$ cat src/rtl/regfile_scoreboard.sv
// Integer register file with N read / M write ports, optional write bypass,
// and a per-register busy scoreboard feeding hazard stalls to issue.
module regfile_scoreboard #(
  parameter  int XLEN   = 32,
  parameter  int NREG   = 32,
  parameter  int NRD    = 2,
  parameter  int NWR    = 1,
  parameter  int BYPASS = 1,
  localparam int AW     = $clog2(NREG)
) (
  input  logic                clk,
  input  logic                reset,
  input  logic [NRD*AW-1:0]   raddr,
  output logic [NRD*XLEN-1:0] rdata,
  output logic [NRD-1:0]      rbusy,
  input  logic [NWR-1:0]      reg_wr,
  input  logic [NWR*AW-1:0]   waddr,
  input  logic [NWR*XLEN-1:0] wdata,
  input  logic                issue_vld,
  input  logic [AW-1:0]       issue_rd,
  output logic                stall,
  output logic [AW:0]         busy_cnt
);

  localparam logic [AW:0] CNT_ONE = {{AW{1'b0}}, 1'b1};

  logic [XLEN-1:0] rf_q [NREG];
  logic [NREG-1:0] busy_q;
  logic [NREG-1:0] busy_d;
  logic [AW:0]     cnt_q;
  logic [AW:0]     cnt_d;
  logic [AW:0]     inc;
  logic [AW:0]     dec;

  logic [NREG-1:0] wen;
  logic [XLEN-1:0] wval [NREG];
  logic            set;

  // Ascending port order lets the highest-index writer win.
  always_comb begin
    for (int r = 0; r < NREG; r++) begin
      wen[r]  = 1'b0;
      wval[r] = '0;
    end
    for (int w = 0; w < NWR; w++) begin
      if (!reset && reg_wr[w] && waddr[w*AW +: AW] != '0) begin
        wen[waddr[w*AW +: AW]]  = 1'b1;
        wval[waddr[w*AW +: AW]] = wdata[w*XLEN +: XLEN];
      end
    end
  end

  assign set = issue_vld && !reset && issue_rd != '0;

  // A new producer supersedes a retiring one, so set is applied last.
  always_comb begin
    busy_d = busy_q;
    for (int r = 1; r < NREG; r++) begin
      if (wen[r]) busy_d[r] = 1'b0;
    end
    if (set) busy_d[issue_rd] = 1'b1;
    busy_d[0] = 1'b0;
  end

  always_comb begin
    inc = '0;
    dec = '0;
    for (int r = 1; r < NREG; r++) begin
      if (busy_d[r] && !busy_q[r]) inc = inc + CNT_ONE;
      if (!busy_d[r] && busy_q[r]) dec = dec + CNT_ONE;
    end
    cnt_d = cnt_q + inc - dec;
  end

  always_ff @(posedge clk or posedge reset) begin
    if (reset) begin
      for (int r = 0; r < NREG; r++) rf_q[r] <= '0;
      busy_q <= '0;
      cnt_q  <= '0;
    end else begin
      for (int r = 1; r < NREG; r++) begin
        if (wen[r]) rf_q[r] <= wval[r];
      end
      busy_q <= busy_d;
      cnt_q  <= cnt_d;
    end
  end

  for (genvar i = 0; i < NRD; i++) begin : g_rd
    logic [AW-1:0] ra;
    logic          hit;
    assign ra  = raddr[i*AW +: AW];
    assign hit = (BYPASS != 0) && wen[ra];
    always_comb begin
      rdata[i*XLEN +: XLEN] = '0;
      rbusy[i]              = 1'b0;
      if (ra != '0) begin
        if (hit) begin
          rdata[i*XLEN +: XLEN] = wval[ra];
        end else begin
          rdata[i*XLEN +: XLEN] = rf_q[ra];
          rbusy[i]              = busy_q[ra];
        end
      end
    end
  end

  assign stall    = |rbusy;
  assign busy_cnt = cnt_q;

endmodule

$ cat config.mk
export PLATFORM = sky130hd
export DESIGN_NAME = regfile_scoreboard
export DESIGN_NICKNAME = d
export VERILOG_FILES = /design/src/rtl/regfile_scoreboard.sv
export SDC_FILE = /design/constraint.sdc
export NUM_CORES = 2
export LEC_CHECK = 0
export BUFFER_PORTS_ARGS = -buffer_cell sky130_fd_sc_hd__buf_2
export CAP_MARGIN = 5
export CELL_PAD_IN_SITES_DETAIL_PLACEMENT = 1
export CELL_PAD_IN_SITES_GLOBAL_PLACEMENT = 1
export CORE_UTILIZATION = 57
export CTS_BUF_LIST = sky130_fd_sc_hd__clkbuf_4
export CTS_CLUSTER_SIZE = 20
export DETAILED_ROUTE_END_ITERATION = 10
export GPL_TIMING_DRIVEN = 0
export PLACE_DENSITY_LB_ADDON = 0.1
export SYNTH_ARGS = -nofsm -noshare
export SYNTH_HDL_FRONTEND = slang
export SYNTH_SLANG_ARGS = --single-unit
$ cat constraint.sdc
create_clock -name clk -period 119.1 [get_ports clk]
set_clock_uncertainty 0.15 [all_clocks]
set_input_delay 23.82 -clock clk [delete_from_list [all_inputs] [get_ports clk]]
set_output_delay 23.82 -clock clk [all_outputs]
set_load 0.05 [all_outputs]
==> impl_metrics.yaml, run 1 <==
clock_network:
  postCtsSetupRepairBufs: 0
  postCtsResizedCells: 0
  h-tree-depth: 5
  cts-root-buf: "clkbuf_4"
  cts_buffers: 301
  clock_path_buffers: 4
  cts_hold_buf: 0
  cts_sinks: 1029
synthesis:
  yosysWarnings: 32
  netlist_instances: 5482
  synthMuxAreaShare: 0.325
  ys_async_sr_fraction: 1.00
  synth.cell_area_sq_mm: 0.0610
  post_synth_and_or_nand_nor_area_fraction: 0.135
  synth_seq_cells: 1029
  synth-main-ff-cell: "dfrtp_1"
  synth_compound_area_frac: 0.0566
  synth_edf_count: 0
  synth_fa_ha_area_frac: 0.0152
  syn_area_per_cell_sq_um: 11.1
  synth_xor_area_frac: 0.0110
  synth_top_family_by_area: "multiplexers"
  ys_types: 105
  ys_seq_area_frac: 0.422
placed_design:
  routabilityCongestion: 1.10
  placed_area_sq_mm: 0.0644
  port_buffers: 108
  hpwl_mm: 249
  dp_cells: 7035
floorplan:
  ios: 129
  fp.dieH_um: 329
  die-width_um: 329
  start_util: 0.577
  row_count: 119
run_status:
  firstError: "[ERROR GRT-0232] Routing congestion too high. Check the congestion heatmap in the GUI."
  status: "aborted with a tool error"
  last-stage-reached: "global routing"
global_route:
  globalRoute.totalOverflow: 401
  track_usage: 0.859
  grt_max_degree: 135
[logic make-up after synthesis]
family,Yosys count
simple gates,2003
mux,1200
flops,1029
buf+inv,559
compound gates,557
fa+ha+maj,71
xor+xnor,61
other cells,2
[synth_stat cells, drive strengths merged, types with 5 or more instances]
cell type	instances	area (sq um)
a2111oi	19	166
a211oi	16	138
a21boi	5	37.5
a21o	7	52.6
a21oi	126	646
a221o	5	50.1
a221oi	25	219
a22o	9	78.8
a22oi	14	105
a311oi	5	43.8
a31oi	10	62.6
and2	5	32.5
and3	23	149
buf	93	388
clkbuf	408	1530
dfrtp	1029	25700
fa	5	100
ha	66	826
inv	56	210
mux2	527	5930
mux2i	101	1010
mux4	572	12900
nand2	1595	5990
nand2b	6	37.5
nand3	47	235
nand3b	6	45.0
nand4	10	62.6
nand4b	5	58.8
nor2	178	694
nor2b	9	56.3
nor3	38	218
nor3b	8	71.3
nor4	24	181
o211ai	7	52.6
o21ai	227	1140
o221ai	9	78.8
o22ai	25	156
o31ai	5	37.5
or2	6	37.5
or3	15	98.8
xnor2	36	420
xor2	25	253
[metrics by stage]
stage | utilization | hold slack, ns | worst slack, ns
floorplan | - | 0.308 | 43.28
global placement | 0.599 | 0.320 | 27.12
detailed placement | 0.610 | 0.330 | 64.44
CTS | 0.643 | 0.355 | 64.57
[routing by layer]
metal,global-route usage,overflow
met5,0.556,8
met4,0.810,137
met3,0.784,42
met1,0.876,40
met2,0.952,174
==> run 2: changes to the inputs <==
Settings changed: CELL_PAD_IN_SITES_DETAIL_PLACEMENT 1 to unset, CELL_PAD_IN_SITES_GLOBAL_PLACEMENT 1 to unset, CORE_UTILIZATION 57 to 40, CTS_BUF_LIST sky130_fd_sc_hd__clkbuf_4 to unset, CTS_CLUSTER_SIZE 20 to unset, PLACE_DENSITY_LB_ADDON 0.1 to 0.15.
==> run 2 against run 1 <==
Against the previous run: the flow now finishes, with violations (capacitance limit, slew limit); area after synthesis unchanged; synthesized cell count unchanged.
==> impl_metrics.yaml, run 2 <==
global_route:
  grt_pass1_wl_mm: 440
  grt_max_degree: 126
  grt_antenna_before_repair: 29
  grt.met1_usage: 0.561
  grt_pass1_vias: 50080
  busiest_layer: "met2"
  grtUsageMet2: 0.589
  met3_usage: 0.170
  globalRoute.totalOverflow: 0
  track_usage: 0.429
sta:
  worst_slew_pin_slew_ns: 1.65
  timing.setup.tns_ns: 0
  rsz0062_at_grt: "false"
  period_share: 0.460
  setup_viol: 0
  slew_headroom: -0.0990
  fin_crit_ns: 54.77
  finalHoldViolCount: 0
  timing.final.ws_setup_ns: 64.33
  fmax_mhz: 18.3
  drv_slew: 88
flow_run:
  maxCapViolCount: 9
synthesis:
  yosysWarnings: 32
  ys_seq_area_frac: 0.422
  synth_area_leaders: "dfrtp_1, mux4_2, nand2_1, mux2_2, clkbuf_1"
  synth-main-ff-cell: "dfrtp_1"
  synth.most_common_cell: "nand2_1"
  synth.cell_area_sq_mm: 0.0610
  yosysTopAreaCell: "dfrtp_1"
  yosysTopAreaCellShare: 0.422
  synth_seq_cells: 1029
  ys_async_sr_fraction: 1.00
  netlist_instances: 5482
  syn_area_per_cell_sq_um: 11.1
  synth_common_cells: "nand2_1, dfrtp_1, mux4_2"
  synth_edf_count: 0
  ys_types: 105
placed_design:
  pre_cts_ws_ns: 64.96
  port_buffers: 108
  routabilityCongestion: 1.09
  hpwl_mm: 234
  placed_area_sq_mm: 0.0656
  dp_cells: 7679
worst_setup_path:
  max_stage_delay_ns: 1.24
  cp.arrival_ns: 30.80
  critical_path_class: "input pin to primary output"
  crit_buf_inv: 4
  worstPathCellList: "buf_2 > clkbuf_1 > nand2b_1 > nor3_2 > nand2_1 > o21ai_0 > a31oi_1 > nor2_2 > nand2_1 > nand2_1 > clkbuf_2 > o21ai_0 > buf_2"
  crit_top_cell: "nand2_1"
  r2r_setup_slack_ns: 98.39
  required_ns: 95.13
  endpoint_kind: "primary output"
  slowest_stage: "nand2_1"
  crit_family: "simple AND/OR/NAND/NOR gates"
  worstPathMaxFanout: 11
  startpoint_type: "input pin"
clock_network:
  cts_hold_buf: 0
  h-tree-depth: 3
  cts_tree: "yes"
  cts_sinks: 1029
  postCtsSetupRepairBufs: 0
  clock_path_buffers: 3
  clk-insertion-delay-late_ns: 0.79
  cts_buffers: 119
  postCtsResizedCells: 0
  cts-root-buf: "clkbuf_16"
  clk_pin_slew_worst_paths_ns: 0.06
pwr:
  p_per_area_mw_per_mm2: 15.5
  max-vdd-ir-drop_mv: 0.0118
  leakage_nw: 32.1
final_layout:
  finish.utilization: 0.464
  layout_commonest_cell: "nand2_1"
  mostFrequentLayoutCells: "nand2_1, dfrtp_1, mux4_2"
  syn2layout_area_growth_pct: 14.6
  drive_above_1_share: 0.287
  largest_reg_flops: 992
  fin_area_sq_mm: 0.0699
  nets: 5919
  fill_cells: 14257
  final-instance-count-excl-fill: 7939
  top_register: "rf_q"
route:
  viasPerCell: 6.70
  drt_pre_antenna_iters: 9
  drc: 0
  drt_iter0_drc: 8522
  wl_per_cell_um: 41.6
  wl_mm: 330
  vias: 53201
  ant_nets: 0
run_status:
  violations: "capacitance limit, slew limit"
  status: "complete, but fails checks"
floorplan:
  die-width_um: 393
  row_count: 142
  die_area_sq_mm: 0.154
  ios: 129
  start_util: 0.405
  core_area_sq_mm: 0.151
  fp.dieH_um: 393
min_path:
  worstHoldPathType: "register to register"
run 2: worst paths after layout:
kind,from,endpoint,cells after the start
setup / recovery,reset,rdata[60],13
hold / removal,rf_q[174],rf_q[174],2
setup reg to reg,busy_q[3],busy_cnt[5],99
hold reg to reg,rf_q[174],rf_q[174],2
max in group asynchronous,reset,rf_q[427],8
min in group asynchronous,reset,rf_q[579],3
run 2: cells by family after synthesis:
| family | count (synthesis) | synth area share |
|---|---|---|
| other | 2 | 0.000123 |
| adders and majority gates | 71 | 0.0152 |
| xor gates and xnor gates | 61 | 0.0110 |
| DFF | 1029 | 0.422 |
| AOI/OAI and AO/OA | 557 | 0.0566 |
| muxes | 1200 | 0.325 |
| buffers and inverters | 559 | 0.0350 |
| and+or+nand+nor | 2003 | 0.135 |
run 2: through the flow:
step	power (mW)	hold slack [ns]
floorplan	0.598	0.308
global placement	0.677	0.322
detailed placement	0.686	0.329
CTS	1.08	0.343
global route	1.11	0.356
finish	1.09	0.342
run 2: report_power, final:
| group | total, mW | internal, mW | leakage [nW] | switching [mW] |
|---|---|---|---|---|
| Clock | 0.396 | 0.228 | 2.04 | 0.168 |
| Sequential | 0.437 | 0.398 | 13.6 | 0.0389 |
| Combinational | 0.253 | 0.107 | 16.4 | 0.146 |
run 2: final cells by class:
class	count	area (sq um)	area share
Antenna cell	29	72.6	0.00104
Sequential cell	1029	25700	0.368
Inverter	58	225	0.00322
Timing Repair Buffer	187	2010	0.0287
Multi-Input combinational cell	3896	33200	0.474
Tap cell	2016	2520	0.0361
Clock buffer	176	3510	0.0502
Buffer	501	2070	0.0296
Clock inverter	47	617	0.00882
run 2: metal layers:
metal,routed length [um],up-vias
met5,140,-
met4,24000,22
li1,-,20340
met1,126000,27721
met3,44500,1034
met2,136000,4084
run 2: worst min-delay path, delay by kind of cell (launching register included):
family / cells / cell delay, ns
and+or+nand+nor: 2 / 0.11
DFF: 1 / 0.35
(Power assumes the default switching activity.)
